<file path="src/rtl/demux_stream_1ton_if.sv">
// Stream bundle for the 1-to-N demultiplexer: one input stream, N output channels.
// The demux sits on the slave side; the producer/consumer environment on the master side.
interface demux_stream_1ton_if #(
    parameter int unsigned N = 4,
    parameter int unsigned W = 8
);
    localparam int unsigned SW = (N > 2) ? $clog2(N) : 1;

    logic [W-1:0]   in_data;
    logic [SW-1:0]  in_sel;
    logic           in_bcast;
    logic           in_valid;
    logic           in_ready;
    logic [N*W-1:0] out_data;
    logic [N-1:0]   out_valid;
    logic [N-1:0]   out_ready;

    modport master (
        output in_data, in_sel, in_bcast, in_valid, out_ready,
        input  in_ready, out_data, out_valid
    );

    modport slave (
        input  in_data, in_sel, in_bcast, in_valid, out_ready,
        output in_ready, out_data, out_valid
    );
endinterface

</file>
<file path="src/rtl/demux_stream_1ton.sv">
// Registered 1-to-N stream demux with broadcast, one-entry output slot per channel,
// and a saturating counter of words dropped for an out-of-range select.
module demux_stream_1ton #(
    parameter int unsigned N  = 4,
    parameter int unsigned W  = 8,
    parameter int unsigned CW = 8
) (
    input  logic                   clk,
    input  logic                   rst,
    demux_stream_1ton_if.slave     bus,
    output logic [CW-1:0]          drop_cnt
);
    logic [N-1:0][W-1:0] data_q;
    logic [N-1:0]        valid_q;
    logic [CW-1:0]       drop_q;

    logic [N-1:0] free;
    logic [N-1:0] load;
    logic         sel_ok;
    logic         ready;
    logic         accept;
    logic         drop;

    always_comb begin
        free   = ~valid_q | bus.out_ready;
        sel_ok = (32'(bus.in_sel) < N);
        load   = '0;
        if (rst) begin
            ready = 1'b0;
        end else if (bus.in_bcast) begin
            ready = &free;
        end else if (sel_ok) begin
            ready = free[bus.in_sel];
        end else begin
            ready = 1'b1;  // out-of-range select acts as a sink
        end
        accept = bus.in_valid & ready;
        if (accept) begin
            if (bus.in_bcast) begin
                load = '1;
            end else if (sel_ok) begin
                load[bus.in_sel] = 1'b1;
            end
        end
        drop = accept & ~bus.in_bcast & ~sel_ok;
    end

    always_ff @(posedge clk) begin
        if (rst) begin
            valid_q <= '0;
            data_q  <= '0;
            drop_q  <= '0;
        end else begin
            for (int k = 0; k < int'(N); k++) begin
                // Load wins over drain so a simultaneous drain+load leaves no bubble.
                if (load[k]) begin
                    valid_q[k] <= 1'b1;
                    data_q[k]  <= bus.in_data;
                end else if (bus.out_ready[k]) begin
                    valid_q[k] <= 1'b0;
                end
            end
            if (drop && (drop_q != {CW{1'b1}})) begin
                drop_q <= drop_q + CW'(1);
            end
        end
    end

    assign bus.in_ready  = ready;
    assign bus.out_valid = valid_q;
    assign bus.out_data  = data_q;
    assign drop_cnt      = drop_q;
endmodule

</file>
<file path="src/flat_wrapper.sv">
// flat-port wrapper written by rule: the top's interface ports become plain ports
module demux_stream_1ton_flat 
#(
    parameter int unsigned N  = 4,
    parameter int unsigned W  = 8,
    parameter int unsigned CW = 8
)
  (clk, rst, drop_cnt, bus_in_data, bus_in_sel, bus_in_bcast, bus_in_valid, bus_out_ready, bus_in_ready, bus_out_data, bus_out_valid);
  demux_stream_1ton_if #(.N(N), .W(W)) bus_i ();
  input  logic clk;
  input  logic rst;
  output logic [CW-1:0] drop_cnt;
  input wire logic [$bits(bus_i.in_data)-1:0] bus_in_data;
  input wire logic [$bits(bus_i.in_sel)-1:0] bus_in_sel;
  input wire logic [$bits(bus_i.in_bcast)-1:0] bus_in_bcast;
  input wire logic [$bits(bus_i.in_valid)-1:0] bus_in_valid;
  input wire logic [$bits(bus_i.out_ready)-1:0] bus_out_ready;
  output wire logic [$bits(bus_i.in_ready)-1:0] bus_in_ready;
  output wire logic [$bits(bus_i.out_data)-1:0] bus_out_data;
  output wire logic [$bits(bus_i.out_valid)-1:0] bus_out_valid;
  assign bus_i.in_data = bus_in_data;
  assign bus_i.in_sel = bus_in_sel;
  assign bus_i.in_bcast = bus_in_bcast;
  assign bus_i.in_valid = bus_in_valid;
  assign bus_i.out_ready = bus_out_ready;
  assign bus_in_ready = bus_i.in_ready;
  assign bus_out_data = bus_i.out_data;
  assign bus_out_valid = bus_i.out_valid;
  demux_stream_1ton #(.N(N), .W(W), .CW(CW)) u_core (.clk(clk), .rst(rst), .bus(bus_i), .drop_cnt(drop_cnt));
endmodule
</file>
<file path="config.mk">
export PLATFORM = sky130hd
export DESIGN_NAME = demux_stream_1ton_flat
export DESIGN_NICKNAME = d
export VERILOG_FILES = /design/src/rtl/demux_stream_1ton_if.sv /design/src/rtl/demux_stream_1ton.sv /design/src/flat_wrapper.sv
export SDC_FILE = /design/constraint.sdc
export NUM_CORES = 1
export LEC_CHECK = 0
export ABC_AREA = 1
export BUFFER_PORTS_ARGS = -buffer_cell sky130_fd_sc_hd__buf_2
export CAP_MARGIN = 20
export CORE_MARGIN = 4
export CORE_UTILIZATION = 54
export DETAILED_ROUTE_END_ITERATION = 8
export GPL_TIMING_DRIVEN = 0
export HOLD_SLACK_MARGIN = 0.15
export PLACE_DENSITY = 0.84
export SLEW_MARGIN = 5
export SYNTH_ARGS = -nofsm -noshare
export SYNTH_HDL_FRONTEND = slang
export SYNTH_SLANG_ARGS = --single-unit
</file>
<file path="constraint.sdc">
create_clock -name clk -period 2.5 [get_ports clk]
set_input_delay 0.5 -clock clk [delete_from_list [all_inputs] [get_ports clk]]
set_output_delay 0.5 -clock clk [all_outputs]
set_load 0.02 [all_outputs]
</file>
==> flow_summary.ini, run 1 <==
[clock_tree]
numCtsBuffers = 5
cts_tree = yes
cts.sinks = 36
cts_hold_buf = 0
path_clk_slew_ns = 0.10
cts_buffer_depth = 2
post_cts_buffers = 0
cts_htree_levels = 2
clk_latency_ns = 0.34
post_cts_resize_count = 0
root_buffer = clkbuf_4

[sta]
rsz0062_at_grt = no
maxSlewViolCount = 0
tns_ns = 0
period_share = 0.8975
finalHoldViolCount = 0
tightestPinTransition_ns = 0.6358
min_period_ns = 2.244
max_freq_mhz = 445.7
slew_headroom = 0.5761
setup_viol = 0
clock_skew_ns = 0.005905

[grt]
antenna_found_initial = 0
grt_pass1_wl_um = 7093
gr-total-overflow = 0
grt_max_degree = 12
grt_use_total = 0.2058
grt_pass1_vias = 1654

[worst_setup_path]
cp_max_fo = 10
end_kind = primary output
cp_slowest_cell = nor2_8
crit_required_ns = 2.00
r2r-end = u_core.bus.out_data[19]
crit_chain = buf_2 -> inv_2 -> nand2_2 -> nand2_1 -> nand3_2 -> nor2_8 -> buf_6 -> buf_2
r2r_slack_ns = 1.13
worstSetupStartpointType = primary input
critPathMaxStageDelay_ns = 0.25
r2r_start = u_core.bus.out_valid[3]
path_class = in2out
cp.arrival_ns = 1.74
path_common_cell = buf_2
r2r_cells = 9

[cells_and_area]
syn2layout_area_growth_pct = 21.38
diodes = 0
utilization = 0.6896
final_cells = 407
nets = 378
drive_above_1_share = 0.2299

[floorplanning]
dieArea_um2 = 4585
io_pins = 63
row_count = 21
initial_utilization = 0.5681
core_region_area_um2 = 3390
die_h_um = 67.72
die_width_um = 67.72

[detailed_routing]
vias = 1829
drc = 0
wl_per_cell_um = 10.15
dr.pass1.iters = 5
drtIter0Drc = 86
drtAntennaViolNets = 0
wl_um = 4133
viasPerCell = 4.494

[job]
drv_cap = 0

[hold_path]
hold_path.class = in2reg
min_delay_path_depth = 2
worstHoldStart = rst
min_to = u_core.bus.out_valid[1]

[yosys]
yosysUniqueCellTypes = 18
netlist_instances = 293
ys_ff_latch = 36
synthesis.area_um2 = 1926
seq_area_frac_synth = 0.3743
ys_warn_count = 0
synth.avg_cell_area_um2 = 6.572

[place]
hpwl_um = 3125
io_buffers = 53
gp_congestion = 0.7823
placed_cells = 399

[power]
power.leakage_nw = 1.338
ir_worst_vdd_uv = 314.3
power_density_nw_per_um2 = 546.3

[run_status]
status = finished, final reports clean
registers in the layout, indices dropped and copies added (netlist names):
register              count
u_core.bus.out_data      32
u_core.bus.out_valid      4
layout by cell type (no fill, tap or decap), types with 2 or more instances in the layout:
cell	count
conb_1	8
clkbuf_1	5
nand3_4	4
a21oi_1	4
buf_1	3
nand4_1	32
inv_1	83
nand2_2	2
clkbuf_4	5
dfxtp_1	36
buf_6	3
nand2_4	2
nor2_1	36
buf_2	53
nand2_1	71
buf_4	8
worst max-delay path by stage:
stage | from | end | slack (ns) | cells after the start
2_1_floorplan | bus_in_bcast | bus_in_ready | 0.63 | 6
3_3_place_gp | bus_in_bcast | bus_in_ready | 0.27 | 8
3_5_place_dp | bus_in_bcast | bus_in_ready | 0.25 | 8
4_1_cts | bus_in_bcast | bus_in_ready | 0.24 | 8
5_1_grt | bus_in_bcast | bus_in_ready | 0.16 | 8
6_report | bus_in_bcast | bus_in_ready | 0.26 | 8
power breakdown:
group	switching [mW]	internal, mW	leakage, nW
Combinational	0.212	0.109	1.01
Clock	0.190	0.138	0.0315
Sequential	0.0169	0.611	0.295
Total	0.419	0.858	1.34
area by class of cell:
cell class                 count  area (um2)
clock inverter                 1       7.507
sequential                    36       720.7
fill                         318        1052
inverter                      84       315.3
tap                           46       57.56
buffer                        18       120.1
clock buffer                   7       55.05
multi-input combinational    162       795.8
timing repair buffer          53       265.3
synthesized netlist by cell type:
library cell,n,area (um2)
a21oi_1,4,20.02
buf_1,3,11.26
buf_4,8,60.06
buf_6,3,33.78
clkbuf_1,4,15.01
conb_1,1,3.750
dfxtp_1,36,720.7
inv_1,83,311.6
inv_2,1,3.750
nand2_1,71,266.5
nand2_2,2,12.51
nand2_4,2,22.52
nand3_2,1,10.01
nand3_4,4,70.07
nand4_1,32,200.2
nor2_1,36,135.1
nor2_8,1,20.02
o21ai_2,1,8.760
worst max-delay path, delay by kind of cell:
| kind | cells | cell delay (ns) |
|---|---|---|
| simple gates | 4 | 0.67 |
| buf+inv | 4 | 0.57 |
per-stage QoR:
stage                     cell area [um2]  setup slack [ns]  total power [mW]  hold slack (ns)
final                                2337            0.2564             1.277           0.3777
after CTS                            2337            0.2432             1.288           0.3680
after global placement               2275            0.2682            0.9556           0.4931
after detailed placement             2275            0.2527            0.9627           0.4927
after floorplan                      1952            0.6302            0.8755           0.5691
after global routing                 2337            0.1629             1.362           0.3612
metal layers:
metal | track usage | share of wire | wire, um
met5 | 0 | 0 | 0
met4 | 0.09367 | 0.018 | 73
met3 | 0.05324 | 0.098 | 403
met2 | 0.3159 | 0.45 | 1859
met1 | 0.2688 | 0.43 | 1797
kinds of logic after synthesis:
family                 synth area share
AO/OA/AOI/OAI                   0.01495
AND/OR/NAND/NOR                  0.3827
other                          0.001947
buffers and inverters            0.2261
flip-flops                       0.3743
No activity file was read; power rests on OpenSTA's default activity.
==> run 2: changes to the inputs <==
PLACE_DENSITY = not set   (was 0.84)
PLACE_DENSITY_LB_ADDON = 0.2   (was not set)
==> run 2 against run 1 <==
  * Critical endpoint unchanged
  * Sequential share of layout area about the same
  * Sequential power about the same
  * Highest routed layer unchanged
  * Register-to-register slack about the same
==> flow_summary.ini, run 2 (same netlist as run 1, synthesis figures left out) <==
[run_status]
status = finished, final reports clean

[sta]
tns_ns = 0
clock_skew_ns = 0.006971
finalHoldViolCount = 0
max_freq_mhz = 449.5
maxSlewViolCount = 0
setup_viol = 0
min_period_ns = 2.225
rsz0062_at_grt = no
slew_headroom = 0.5732
period_share = 0.8899
tightestPinTransition_ns = 0.6402

[clock_tree]
post_cts_resize_count = 0
cts_buffer_depth = 2
clk_latency_ns = 0.34
path_clk_slew_ns = 0.10
cts_tree = yes
cts.sinks = 36
cts_hold_buf = 0
numCtsBuffers = 5
post_cts_buffers = 0
root_buffer = clkbuf_4
cts_htree_levels = 2

[cells_and_area]
syn2layout_area_growth_pct = 21.18
final_common_cell = inv_1
largest_reg_flops = 32
regArea_um2 = 720.7
nets = 378
final_cell_area_um2 = 2333
drive_above_1_share = 0.2271
diodes = 0
final_cell_mix = 83 x inv_1, 71 x nand2_1, 53 x buf_2
multiInputGateArea_um2 = 795.8
fillers = 315

[worst_setup_path]
cp.arrival_ns = 1.72
cp_max_fo = 10
startpoint = bus_in_bcast
r2r_cells = 9
end_kind = primary output
r2r_start = u_core.bus.out_valid[2]
crit_required_ns = 2.00
r2r-end = u_core.bus.out_data[7]
r2r_slack_ns = 1.14
path_class = in2out
worstSetupStartpointType = primary input

[detailed_routing]
vias = 1839
drtIter0Drc = 91
wl_um = 4128
wl_per_cell_um = 10.14
viasPerCell = 4.518
drtAntennaViolNets = 0
dr.pass1.iters = 4
drc = 0

[hold_path]
min_to = u_core.bus.out_valid[2]
min_delay_path_depth = 2
hold_path.class = in2reg
worstHoldStart = rst

[grt]
grt_max_degree = 11
grt_pass1_vias = 1596
gr-total-overflow = 0
antenna_found_initial = 0
grt_pass1_wl_um = 6720
grt_use_total = 0.1970

[place]
dpl-instance-area_um2 = 2275
hpwl_um = 3112
io_buffers = 53
gp_congestion = 0.8351

[power]
power_density_nw_per_um2 = 543.7
power.leakage_nw = 1.339
ir_worst_vdd_uv = 357.0

[floorplanning]
initial_utilization = 0.5681
dieArea_um2 = 4585
io_pins = 63
die_h_um = 67.72
die_width_um = 67.72
row_count = 21
core_region_area_um2 = 3390

[job]
drv_cap = 0
-- run 2: worst max-delay path by stage --
stage          slack (ns)            to  depth (start not counted)
2_1_floorplan        0.63  bus_in_ready                          6
3_3_place_gp         0.28  bus_in_ready                          8
3_5_place_dp         0.27  bus_in_ready                          8
4_1_cts              0.27  bus_in_ready                          8
5_1_grt              0.18  bus_in_ready                          8
6_report             0.28  bus_in_ready                          8
-- run 2: final cells by class --
class	count	area share
clock buffer	8	0.02520
buffer	18	0.05147
tap	46	0.02466
multi-input combinational	162	0.3410
timing repair buffer	53	0.1137
inverter	84	0.1351
sequential	36	0.3088
-- run 2: layer usage --
layer,vias up,GRT usage,part of all wire
met3,8,0.04493,0.082
li1,981,-,-
met1,782,0.2390,0.44
met4,0,0.08861,0.017
met2,68,0.3293,0.46
met5,-,0,0
-- run 2: metrics by stage --
step / hold WS, ns / util / power [mW] / worst slack (ns) / instances
6_report: 0.3780 / 0.6884 / 1.269 / 0.2752 / 407
3_3_place_gp: 0.4928 / 0.6711 / 0.9557 / 0.2787 / 399
2_1_floorplan: 0.5691 / - / 0.8755 / 0.6302 / 300
4_1_cts: 0.3660 / 0.6884 / 1.280 / 0.2673 / 407
5_1_grt: 0.3950 / 0.6884 / 1.342 / 0.1786 / 407
3_5_place_dp: 0.4937 / 0.6711 / 0.9611 / 0.2670 / 399
-- run 2: where the power goes --
part | switching [mW] | leakage [nW] | internal, mW
clock network | 0.181 | 0.0326 | 0.139
logic | 0.212 | 1.01 | 0.109
registers | 0.0162 | 0.295 | 0.611
-- run 2: critical path, cell delays in order --
cell	delay, ns
buf_2	0.10
inv_2	0.12
nand2_2	0.17
nand2_1	0.11
nand3_2	0.12
nor2_8	0.24
buf_6	0.17
buf_2	0.17
